### config.mk
export PLATFORM = sky130hd
export DESIGN_NAME = queue_sequencer
export DESIGN_NICKNAME = d
export VERILOG_FILES = /design/src/rtl/queue_sequencer_pkg.sv /design/src/rtl/rr_arbiter2.sv /design/src/rtl/queue_sequencer.sv
export SDC_FILE = /design/constraint.sdc
export NUM_CORES = 1
export LEC_CHECK = 0
export CELL_PAD_IN_SITES_DETAIL_PLACEMENT = 0
export CELL_PAD_IN_SITES_GLOBAL_PLACEMENT = 1
export CORE_MARGIN = 3
export CORE_UTILIZATION = 35
export CTS_BUF_LIST = sky130_fd_sc_hd__clkbuf_16
export DETAILED_ROUTE_END_ITERATION = 8
export PLACE_DENSITY_LB_ADDON = 0.1
export SLEW_MARGIN = 40
export SYNTH_ARGS = -nofsm -noshare
export SYNTH_HDL_FRONTEND = slang
export SYNTH_HIERARCHICAL = 1
export SYNTH_SLANG_ARGS = --single-unit
### constraint.sdc
create_clock -name clock1M -period 1.9 [get_ports clock1M]
set_input_delay 0.285 -clock clock1M [delete_from_list [all_inputs] [get_ports clock1M]]
set_output_delay 0.285 -clock clock1M [all_outputs]
set_load 0.005 [all_outputs]
### src/rtl/queue_sequencer_pkg.sv
// Shared types and default timing for the queue sequencer.
// Holds the controller state encoding, the byte type and the default
// bit period / gap / depth constants used by the top-level parameters.
package queue_sequencer_pkg;

  typedef logic [7:0] byte_t;

  typedef enum logic [2:0] {
    IDLE,
    SEND,
    WGAP,
    DEQ,
    DGAP
  } state_t;

  localparam int DEF_BIT_PERIOD = 15;
  localparam int DEF_GAP_CYCLES = 50;
  localparam int DEF_DEPTH      = 8;

  // Counter width able to hold the larger of the two timing spans.
  function automatic int cnt_width(input int a, input int b);
    return $clog2(((a > b) ? a : b) + 1);
  endfunction

endpackage

### src/rtl/rr_arbiter2.sv
// Two-way round-robin arbiter; grant is combinational from req.
// Latency: 0 cycles (grant), history updates on the accept edge.
// Backpressure: none of its own; history only advances when the caller accepts.
// Ports: clock1M/reset clock and async active-low reset; req[0]=A, req[1]=B;
//        accept = granted requester was taken this cycle; grant one-hot (or 0).
module rr_arbiter2 (
  input  logic       clock1M,
  input  logic       reset,
  input  logic [1:0] req,
  input  logic       accept,
  output logic [1:0] grant
);

  // 1 when B won the most recent accepted grant; reset to B so A wins the first tie.
  logic last_b;

  always_comb begin
    grant = 2'b00;
    if (req[0] && req[1]) begin
      grant = last_b ? 2'b01 : 2'b10;
    end else if (req[0]) begin
      grant = 2'b01;
    end else if (req[1]) begin
      grant = 2'b10;
    end
  end

  always_ff @(posedge clock1M or negedge reset) begin
    if (!reset) begin
      last_b <= 1'b1;
    end else if (accept) begin
      last_b <= grant[1];
    end
  end

endmodule

### src/rtl/queue_sequencer.sv
// Serialises bytes from two producers into a downstream queue and services dequeues.
// Latency: write occupies 8*BIT_PERIOD + GAP_CYCLES clocks; dequeue BIT_PERIOD + GAP_CYCLES.
// Backpressure: ready only in IDLE, for the granted producer, with room and no serviceable dequeue.
// Ports: clock1M, reset (async active-low); req_a/req_b valid/data/ready producers;
//        deq_req/deq_ack/deq_data/deq_err dequeue handshake; q_data_in/q_write_in/
//        q_dequeue_in/q_data_out queue side; occupancy/full/empty fill state.
module queue_sequencer
  import queue_sequencer_pkg::*;
#(
  parameter int BIT_PERIOD = DEF_BIT_PERIOD,
  parameter int GAP_CYCLES = DEF_GAP_CYCLES,
  parameter int DEPTH      = DEF_DEPTH
) (
  input  logic       clock1M,
  input  logic       reset,
  input  logic       req_a_valid,
  input  byte_t      req_a_data,
  output logic       req_a_ready,
  input  logic       req_b_valid,
  input  byte_t      req_b_data,
  output logic       req_b_ready,
  input  logic       deq_req,
  output logic       deq_ack,
  output byte_t      deq_data,
  output logic       deq_err,
  output logic       q_data_in,
  output logic       q_write_in,
  output logic       q_dequeue_in,
  input  byte_t      q_data_out,
  output logic [3:0] occupancy,
  output logic       full,
  output logic       empty
);

  localparam int            CW        = cnt_width(BIT_PERIOD, GAP_CYCLES);
  localparam logic [CW-1:0] BIT_LAST  = CW'(BIT_PERIOD - 1);
  localparam logic [CW-1:0] GAP_LAST  = CW'(GAP_CYCLES - 1);
  localparam logic [3:0]    DEPTH_OCC = 4'(DEPTH);

  state_t        state;
  logic [CW-1:0] cnt;
  logic [2:0]    bit_idx;
  logic [6:0]    shreg;     // remaining bits after the MSB has been driven
  logic          pending;
  logic          live;      // low for the first clock after reset so ready stays 0 in reset
  logic [1:0]    grant;
  logic          deq_now;
  logic          deq_ok;
  logic          can_write;
  logic          accept;
  byte_t         acc_data;

  // A request arriving this cycle counts as pending so IDLE reacts without an extra clock.
  assign deq_now     = pending | deq_req;
  assign deq_ok      = deq_now && (occupancy != 4'd0);
  assign can_write   = live && (state == IDLE) && !deq_ok && (occupancy < DEPTH_OCC);
  assign req_a_ready = can_write && grant[0];
  assign req_b_ready = can_write && grant[1];
  assign accept      = (req_a_valid && req_a_ready) || (req_b_valid && req_b_ready);
  assign acc_data    = grant[1] ? req_b_data : req_a_data;
  assign full        = (occupancy == DEPTH_OCC);
  assign empty       = (occupancy == 4'd0);

  rr_arbiter2 u_arb (
    .clock1M (clock1M),
    .reset   (reset),
    .req     ({req_b_valid, req_a_valid}),
    .accept  (accept),
    .grant   (grant)
  );

  always_ff @(posedge clock1M or negedge reset) begin
    if (!reset) begin
      state        <= IDLE;
      cnt          <= '0;
      bit_idx      <= '0;
      shreg        <= '0;
      pending      <= 1'b0;
      live         <= 1'b0;
      occupancy    <= '0;
      q_data_in    <= 1'b0;
      q_write_in   <= 1'b0;
      q_dequeue_in <= 1'b0;
      deq_ack      <= 1'b0;
      deq_err      <= 1'b0;
      deq_data     <= '0;
    end else begin
      live    <= 1'b1;
      deq_ack <= 1'b0;
      deq_err <= 1'b0;
      // IDLE always consumes the request; elsewhere a single request is latched.
      pending <= (state == IDLE) ? 1'b0 : (pending | deq_req);
      case (state)
        IDLE: begin
          cnt <= '0;
          if (deq_ok) begin
            state        <= DEQ;
            occupancy    <= occupancy - 4'd1;
            q_dequeue_in <= 1'b1;
          end else begin
            if (deq_now) begin
              // Empty queue: answer immediately with an error, deq_data untouched.
              deq_ack <= 1'b1;
              deq_err <= 1'b1;
            end
            if (accept) begin
              state      <= SEND;
              shreg      <= acc_data[6:0];
              bit_idx    <= '0;
              q_write_in <= 1'b1;
              q_data_in  <= acc_data[7];
            end
          end
        end
        SEND: begin
          if (cnt == BIT_LAST) begin
            cnt <= '0;
            if (bit_idx == 3'd7) begin
              state      <= WGAP;
              q_write_in <= 1'b0;
              q_data_in  <= 1'b0;
            end else begin
              bit_idx   <= bit_idx + 3'd1;
              q_data_in <= shreg[6];
              shreg     <= {shreg[5:0], 1'b0};
            end
          end else begin
            cnt <= cnt + 1'b1;
          end
        end
        WGAP: begin
          if (cnt == GAP_LAST) begin
            cnt   <= '0;
            state <= IDLE;
            if (!full) occupancy <= occupancy + 4'd1;
          end else begin
            cnt <= cnt + 1'b1;
          end
        end
        DEQ: begin
          if (cnt == BIT_LAST) begin
            cnt          <= '0;
            state        <= DGAP;
            q_dequeue_in <= 1'b0;
          end else begin
            cnt <= cnt + 1'b1;
          end
        end
        DGAP: begin
          if (cnt == GAP_LAST) begin
            cnt      <= '0;
            state    <= IDLE;
            deq_data <= q_data_out;
            deq_ack  <= 1'b1;
          end else begin
            cnt <= cnt + 1'b1;
          end
        end
        default: state <= IDLE;
      endcase
    end
  end

endmodule

# Word level (Yosys, flattened, before mapping)
# Cells that the tools add are included.
# word_totals
n_memories,0
wordCells,114
reg_bits,39
mem_bits_ro,0
input_bits,29
out_inout_bits,21
latchBits,0
ram_bits,0
# classes
bitwise,1
div,0
eq_ne,19
n_mux,48
shifts,0
addsub,4
n_reduce_logical,27
order_cmp,1
multipliers,0
# op_table
op,count
2-to-1 mux 3 bit,10
2-to-1 mux 7 bit,4
"!= test 2 bit, second input constant",9
one-hot mux 6 bit (3 select lines),1
2-to-1 mux 1 bit,15
AND reduction 5 bit,3
one-hot mux 7 bit (2 select lines),1
2-to-1 mux 4 bit,3
2-to-1 mux 6 bit,2
one-hot mux 3 bit (4 select lines),1
logical AND 1 bit,9
2-to-1 mux 2 bit,4
2-to-1 mux 8 bit,1
one-hot mux 1 bit (2 select lines),4
one-hot mux 4 bit (2 select lines),1
AND reduction 4 bit,2
"adder 6 x 1 -> 6 bit, second input constant",1
"equality test 3 x 2 -> 1 bit, second input constant",2
"equality test 3 bit, second input constant",2
"equality test 6 x 4 -> 1 bit, second input constant",1
"equality test 6 bit, second input constant",1
one-hot mux 3 bit (2 select lines),1
nonzero test 2 bit,3
"adder 4 x 1 -> 4 bit, second input constant",1
other kinds (17),18

# Depth between registers and ports, before layout
# Gate-level depths: netlist (run 1).
# logic_depth
word_depth,11
mapped_depth,7

# By module
# Netlist (run 1), hierarchy kept.
# modules_own_cells
module,area_per_inst_um2,seq_area_each_um2,instances,cells_each
queue_sequencer,2059.5,950.9,1,193
rr_arbiter2,63.8,26.3,1,5

# Worst setup path before layout (run 1)
# Ideal clock, no wire load.
# synth_timing
kind,flip-flop to flip-flop
start,register occupancy[1]
end,register shreg[1]
path_slack_ps,-128
path_stages_with_launch,7
arrival_time_ps,1903
path_cell_list,dfrtp_1 > or4_4 > clkinv_2 > o2111ai_1 > a211o_1 > buf_6 > mux2_4
# synth_between
elab_chain_cells,10
elab_cells_between_ends,14
classes_between,order compare: 1; eq/ne: 2; reduce/logical: 11
# synth_lines
element,line,text
"start, declared",queue_sequencer.sv:30,"output logic [3:0] occupancy,"
"start signal, assigned",queue_sequencer.sv:98,occupancy <= occupancy - 4'd1;
"start signal, assigned",queue_sequencer.sv:135,if (!full) occupancy <= occupancy + 4'd1;
"parallel branches: the longest is 9 deep, another holds less-than comparator 4 bit",-,
AND reduction 5 bit (no source line) (*),-,
"end signal, assigned",queue_sequencer.sv:108,shreg <= acc_data[6:0];
"end signal, assigned",queue_sequencer.sv:125,"shreg <= {shreg[5:0], 1'b0};"
"end, declared",queue_sequencer.sv:43,logic [6:0] shreg;
# Every way passes the cells marked *.
# A chain may end at the register's enable or synchronous reset.

# Worst setup path after layout (run 1)
# layout_timing
start,register occupancy[1]
end,register shreg[2]
# The elaborated chain is that of the path after synthesis.

==> flow_summary_export.csv, run 1 <==
group,metric,value,unit
status,status,"finished with violations",
status,violations,"setup timing",
critical_path,r2r_cells,7,
sta,finClkSkew,0.00431,ns
sta,finalCritPeriodShare,1.13,
cts,cts.sinks,39,
cts,numCtsBuffers,5,
power,power_density,582,nW/um^2
sta,max_slew.worst_pin.slew,0.502,ns
cts,cts_tree,"yes",
yosys,yosys-top-cells-area,"dfrtp_1 45%, mux2_2 5.8%, mux2_4 4.9%",
placed_design,place.port_buffers,49,
floorplanning,dieArea,7040,sq um
yosys,ys_warn_count,6,
sta,hold_viol_final,0,
route,drtIter0Drc,55,
min_path,hold_path_class,"flip-flop to flip-flop",
critical_path,rrSetupSlack,-0.24,ns
critical_path,cp.required,2.06,ns
sta,maxSlewHeadroom,0.665,
yosys,synth_edf_count,0,
floorplanning,rows,27,
min_path,hold_start,"deq_data[0]$_DFFE_PN0P_",
yosys,syn_avg_cell_area,10.7,sq um
cts,cts.htree.levels,2,
critical_path,cpMaxStageDelayCell,"or4_4",
floorplanning,initial_core_util,0.374,
grt,grt_pass1_vias,1862,
placed_design,gp_congestion,0.793,
grt,grt.total_usage,0.154,
layout,drive_above_1_share,0.313,
yosys,synth.distinct_cells,52,
sta,slew_violations,0,
yosys,ys_seq_elements,39,
sta,rsz0062_at_grt,"true",
floorplanning,num_io_pins,50,
route,drtAntennaViolNets,0,
route,vias_per_cell,4.91,
critical_path,crit_arrival,2.30,ns
yosys,async_reset_ff_frac,1.00,
critical_path,r2r_end,"shreg[2]$_DFFE_PN0P_",
min_path,hold_path_end,"deq_data[0]$_DFFE_PN0P_",
critical_path,cp_top_family,"simple AND/OR/NAND/NOR gates",
yosys,syn_inst,198,
min_path,hold_path_depth,1,
route,vias,1783,
layout,insertedDiodeCount,0,
power,vdd_drop_max,0.428,mV
flow_run,drv_cap,0,
layout,finalCoreUtilization,0.579,
sta,finalSetupViolations,17,
grt,antenna_found_initial,0,
cts,clkTransAtPathRegs,0.06,ns
yosys,synthDominantCellAreaShare,0.448,
sta,layout_min_cycle_time,2.14,ns
critical_path,worst_setup_path_end_kind,"flip-flop",
route,post_drt_wl_per_cell,14.1,microns
floorplanning,coreArea,5680,sq um
grt,grt_max_degree,23,
route,dr.pass1.iters,4,
cts,clk_path_buf_depth,2,
floorplanning,die_x,83.9,microns
critical_path,path_max_fanout,6,
layout,final_nets,327,
sta,worst_slack,-0.239,ns
critical_path,reg2reg_from,"occupancy[1]$_DFFE_PN0P_",
route,drc,0,
yosys,synth_nets,235,
cts,clockRootBuffer,"clkbuf_16",
critical_path,path_class,"flip-flop to flip-flop",
placed_design,hpwl,3830,microns
floorplanning,die_h,83.9,microns
yosys,ys.flop_type,"dfrtp_1",
route,drt-total-wl,5110,microns
critical_path,crit_buf_inv,3,
critical_path,max_stage_delay,0.57,ns
grt,grt-ovfl-total,0,
critical_path,start_kind,"flip-flop",
critical_path,cp_cell_sequence,"or4_4 -> buf_12 -> clkinv_8 -> o2111ai_4 -> a211o_1 -> buf_6 -> mux2_4",
layout,area_delta_synth_final,54.7,%
cts,clkLatencyLatePin,0.28,ns
yosys,ys_seq_area_frac,0.460,
sta,max_freq,0.467,GHz
placed_design,place_ws,-0.315,ns
yosys,syn-cell-area,2120,sq um
grt,grt_pass1_wl,8960,microns
power,power_leakage,1.50,nW
yosys,synth_area_leader_cell,"dfrtp_1",
[sequential cells by signal, summed over array words and instances, names as in the netlist, 3 cells and up]
register and count:
state 3, bit_idx 3, deq_data 8, cnt 6, shreg 7, occupancy 4
[layer usage]
layer / vias to the layer above / global-route usage / wire, microns / share of wire
met2: 23 / 0.256 / 2480 / 0.49
met5: - / 0 / 0 / 0
li1: 904 / - / - / -
met1: 852 / 0.205 / 2450 / 0.48
met4: 0 / 0.0482 / 41 / 0.0080
met3: 4 / 0.0257 / 137 / 0.027
[stage by stage]
step / instance area (sq um) / hold slack, ns / instances / TNS (ns) / power, mW
floorplan: 2130 / -0.0106 / 198 / -0.749 / 0.885
global placement: 2950 / 0.280 / 347 / -2.99 / 0.983
detailed placement: 2950 / 0.282 / 347 / -3.37 / 0.985
CTS: 3220 / 0.507 / 362 / -2.63 / 1.93
global route: 3280 / 0.518 / 363 / -3.53 / 2.00
finish: 3280 / 0.503 / 363 / -2.45 / 1.91
[report_power, final]
part / internal, mW / leakage [nW] / switching, mW
Sequential: 0.833 / 0.465 / 0.000713
Combinational: 0.0949 / 0.952 / 0.0582
Clock: 0.612 / 0.0812 / 0.314
Total: 1.54 / 1.50 / 0.373
[kinds of logic after synthesis]
kind of cell / synth area share
AND/OR/NAND/NOR: 0.157
flip-flops: 0.460
adder cells (fa/ha/maj): 0.0507
AO/OA/AOI/OAI: 0.138
other: 0.00177
XOR/XNOR: 0.0206
buffers and inverters: 0.0306
multiplexers: 0.141
[worst register-to-register path, stage by stage (launching register included)]
cell	delay, ns
dfrtp_1	0.38
or4_4	0.57
buf_12	0.16
clkinv_8	0.04
o2111ai_4	0.09
a211o_1	0.35
buf_6	0.15
mux2_4	0.29
[cells in the final DEF, fill, tap and decap left out, types with 6 or more instances in the layout]
cell / Yosys / layout
clkdlybuf4s50_1: 0 / 44
dfrtp_1: 38 / 37
buf_4: 0 / 37
nand2_1: 20 / 20
o21ai_0: 10 / 10
mux2_2: 11 / 9
mux2_4: 7 / 9
nor2_1: 9 / 7
inv_1: 7 / 7
mux2i_1: 7 / 7
ha_1: 7 / 6
[worst max-delay path by stage]
stage               depth (start not counted)                      from                    to  slack, ns
floorplan                                   6  occupancy[0]$_DFFE_PN0P_  shreg[1]$_DFFE_PN0P_      -0.11
global placement                            7               req_a_valid  shreg[1]$_DFFE_PN0P_      -0.27
detailed placement                          5                   deq_req           req_b_ready      -0.32
CTS                                         7  occupancy[0]$_DFFE_PN0P_  shreg[2]$_DFFE_PN0P_      -0.24
global route                                7  occupancy[1]$_DFFE_PN0P_  shreg[2]$_DFFE_PN0P_      -0.30
finish                                      7  occupancy[1]$_DFFE_PN0P_  shreg[2]$_DFFE_PN0P_      -0.24
[area by class of cell]
cell class	instances	area, sq um
fill	489	2390
multi-input combinational	144	1170
tap	72	90.1
inverter	8	42.5
clock buffer	5	125
sequential	39	978
timing repair buffer	92	837
clock inverter	3	38.8
[cell usage after synthesis (2+ instances only)]
| cell | n |
|---|---|
| dfrtp_1 | 38 |
| nand2_1 | 20 |
| mux2_2 | 11 |
| o21ai_0 | 10 |
| nor2_1 | 9 |
| ha_1 | 7 |
| inv_1 | 7 |
| mux2_4 | 7 |
| mux2i_1 | 7 |
| clkbuf_1 | 6 |
| a21oi_1 | 5 |
| nand3_1 | 5 |
| nor2b_1 | 5 |
| o211ai_1 | 5 |
| a22o_1 | 4 |
| nor3_1 | 4 |
| and3_1 | 3 |
| nor4_1 | 3 |
| o22ai_1 | 3 |
| xor2_1 | 3 |
| o2111ai_1 | 2 |
| or2_2 | 2 |
| or3b_2 | 2 |
| xnor2_1 | 2 |
[repair_timing]
action | in CTS | in global routing
endpoints found under the setup margin | 17 | 23
hold endpoints to repair | 19 | 0
resized for setup | 23 | 11
pin swaps | 4 | 7
setup buffers | 6 | 1
hold buffers | 1 | 0
Power figures use the tool's default switching activity.
==> run 2, diff against run 1 <==
--- a/config.mk
+++ b/config.mk
@@ -11,6 +11,7 @@
 export CORE_UTILIZATION = 35
 export CTS_BUF_LIST = sky130_fd_sc_hd__clkbuf_16
 export DETAILED_ROUTE_END_ITERATION = 8
+export HOLD_SLACK_MARGIN = 0.1
 export PLACE_DENSITY_LB_ADDON = 0.1
 export SLEW_MARGIN = 40
 export SYNTH_ARGS = -nofsm -noshare
==> results of run 2 <==
Same layout as run 1: the final DEF is identical, and so are final timing and power.
==> run 3, diff against run 2 <==
--- a/config.mk
+++ b/config.mk
@@ -7,8 +7,8 @@
 export LEC_CHECK = 0
 export CELL_PAD_IN_SITES_DETAIL_PLACEMENT = 0
 export CELL_PAD_IN_SITES_GLOBAL_PLACEMENT = 1
-export CORE_MARGIN = 3
-export CORE_UTILIZATION = 35
+export CORE_MARGIN = 2
+export CORE_UTILIZATION = 41
 export CTS_BUF_LIST = sky130_fd_sc_hd__clkbuf_16
 export DETAILED_ROUTE_END_ITERATION = 8
 export HOLD_SLACK_MARGIN = 0.1
==> constraint.sdc (replaced) <==
create_clock -name clock1M -period 2.73 [get_ports clock1M]
set_input_delay 0.4095 -clock clock1M [delete_from_list [all_inputs] [get_ports clock1M]]
set_output_delay 0.4095 -clock clock1M [all_outputs]
set_load 0.005 [all_outputs]
==> flow_summary_export.csv, run 3 (synthesis gave the netlist of run 1 again) <==
group,metric,value,unit
status,status,"finished, final reports clean",
power,power_leakage,1.26,nW
floorplanning,num_io_pins,50,
grt,antenna_found_initial,0,
layout,final_cell_mix,"48 x clkdlybuf4s50_1, 38 x dfrtp_1, 20 x nand2_1",
critical_path,max_stage_delay,0.59,ns
cts,clockRootBuffer,"clkbuf_16",
layout,final_nets,290,
sta,maxSlewHeadroom,0.560,
cts,cts.htree.levels,2,
route,vias_per_cell,5.02,
layout,drive_above_1_share,0.165,
critical_path,cpMaxStageDelayCell,"or4_4",
sta,fin_tns_setup,0,ns
power,power_density,432,nW/um^2
critical_path,reg2reg_from,"occupancy[0]$_DFFE_PN0P_",
route,post_drt_wl_per_cell,13.9,microns
grt,grt.total_usage,0.167,
cts,cts.sinks,39,
critical_path,start_kind,"flip-flop",
sta,finalCritPeriodShare,0.969,
critical_path,path_class,"flip-flop to output pin",
flow_run,drv_cap,0,
grt,grt_max_degree,40,
sta,finalSetupViolations,0,
cts,clk_path_buf_depth,2,
placed_design,gp_congestion,0.713,
cts,numCtsBuffers,5,
grt,grt-ovfl-total,0,
grt,busiest_layer,"met2",
route,drtAntennaViolNets,0,
layout,nFillCells,479,
placed_design,place.port_buffers,49,
critical_path,path_max_fanout,6,
route,drt-total-wl,4510,microns
route,drtIter0Drc,53,
placed_design,dp.cells,316,
floorplanning,initial_core_util,0.421,
min_path,hold_path_class,"input port to async pin",
floorplanning,die_h,76.0,microns
critical_path,worstSetupStartpoint,"occupancy[0]$_DFFE_PN0P_",
critical_path,r2r_cells,5,
route,vias,1626,
layout,regMostFlops,"deq_data",
grt,use_met2,0.246,
critical_path,rrSetupSlack,0.47,ns
floorplanning,dieArea,5770,sq um
critical_path,r2r_end,"shreg[4]$_DFFE_PN0P_",
floorplanning,rows,26,
sta,max_freq,0.378,GHz
layout,finalNonFillerCells,324,
critical_path,worstSetupEndpoint,"req_a_ready",
cts,clkTransAtPathRegs,0.06,ns
layout,insertedDiodeCount,0,
grt,use_met1,0.243,
grt,gr-usage-met3,0.0405,
sta,layout_min_cycle_time,2.65,ns
placed_design,hpwl,3360,microns
layout,largest_register_ffs,8,
critical_path,cp.required,2.32,ns
floorplanning,die_x,76.0,microns
power,vdd_drop_max,0.285,mV
layout,top_regs,"deq_data (8), shreg (7), cnt (6)",
cts,cts_tree,"yes",
sta,max_slew.worst_pin.slew,0.657,ns
cts,cts_setup_buffers,0,
critical_path,worst_setup_path_end_kind,"output pin",
cts,clkLatencyLatePin,0.28,ns
route,dr.pass1.iters,4,
sta,rsz0062_at_grt,"false",
layout,layout_commonest_cell,"clkdlybuf4s50_1",
critical_path,crit_arrival,2.24,ns
grt,grt_pass1_vias,1600,
floorplanning,coreArea,5040,sq um
layout,area_delta_synth_final,34.6,%
sta,slew_violations,0,
route,drc,0,
grt,grt_pass1_wl,7780,microns
critical_path,cp_cell_sequence,"or4_4 -> a21oi_2 -> and3_1 -> clkdlybuf4s50_1",
sta,hold_viol_final,0,
sta,finClkSkew,0.00615,ns
==> run 3: cell count changes in the layout (fill, tap and decap cells not counted), moves of 2 or more <==
cell,change
buf_2,-3
nor2_1,+2
mux2_4,-2
buf_4,-30
buf_12,-2
buf_6,-3
mux2_2,+2
nor2_2,-2
clkdlybuf4s50_1,+4
==> run 3: power by group <==
part / internal, mW / switching, mW
registers: 0.580 / 0.00187
logic: 0.0507 / 0.0316
clock network: 0.337 / 0.234
==> run 3: per-layer routing <==
metal,up-vias,part of all wire
li1,825,-
met1,766,0.51
met2,29,0.44
met3,6,0.039
met4,0,0.014
met5,-,0
==> run 3: cell type report <==
type | instances | area [sq um] | share of cell area
inverters | 8 | 31.3 | 0.0109
multi-input cells | 144 | 1080 | 0.379
repair buffers | 55 | 533 | 0.186
well taps | 70 | 87.6 | 0.0306
clock inverters | 3 | 20.0 | 0.00700
flip-flops and latches | 39 | 977 | 0.342
clock buffers | 5 | 125 | 0.0438
==> run 3: critical path, delay by kind of cell, from the launching register on <==
family,cells,cell delay (ns)
buffers and inverters,1,0.49
AOI/OAI and AO/OA,1,0.23
and+or+nand+nor,2,0.77
DFF,1,0.46
==> run 3: per-stage QoR <==
stage	utilization	hold slack [ns]	worst slack (ns)	cell area (sq um)	total power [mW]
6_report	0.567	0.0989	0.0833	2860	1.23
5_1_grt	0.567	0.149	0.00587	2860	1.28
4_1_cts	0.567	0.121	0.0650	2860	1.25
3_5_place_dp	0.537	0.421	0.176	2710	0.676
3_3_place_gp	0.537	0.490	0.206	2710	0.675
2_1_floorplan	-	0.114	0.702	2120	0.615
==> run 3: how the worst min path moves through the flow <==
stage	startpoint	endpoint	slack (ns)	cells after the start
after detailed placement	reset	live$_DFF_PN0_	0.42	1
after global placement	bit_idx[2]$_DFFE_PN0P_	bit_idx[2]$_DFFE_PN0P_	0.49	1
after floorplan	reset	bit_idx[0]$_DFFE_PN0P_	0.11	0
final	reset	occupancy[0]$_DFFE_PN0P_	0.1	1
after global routing	reset	deq_data[3]$_DFFE_PN0P_	0.15	1
after CTS	reset	state[0]$_DFFE_PN0P_	0.12	1
==> run 3: repair_timing <==
item,CTS,global route
gates resized for setup,1,0
setup endpoints to repair,2,0
hold buffers,0,0
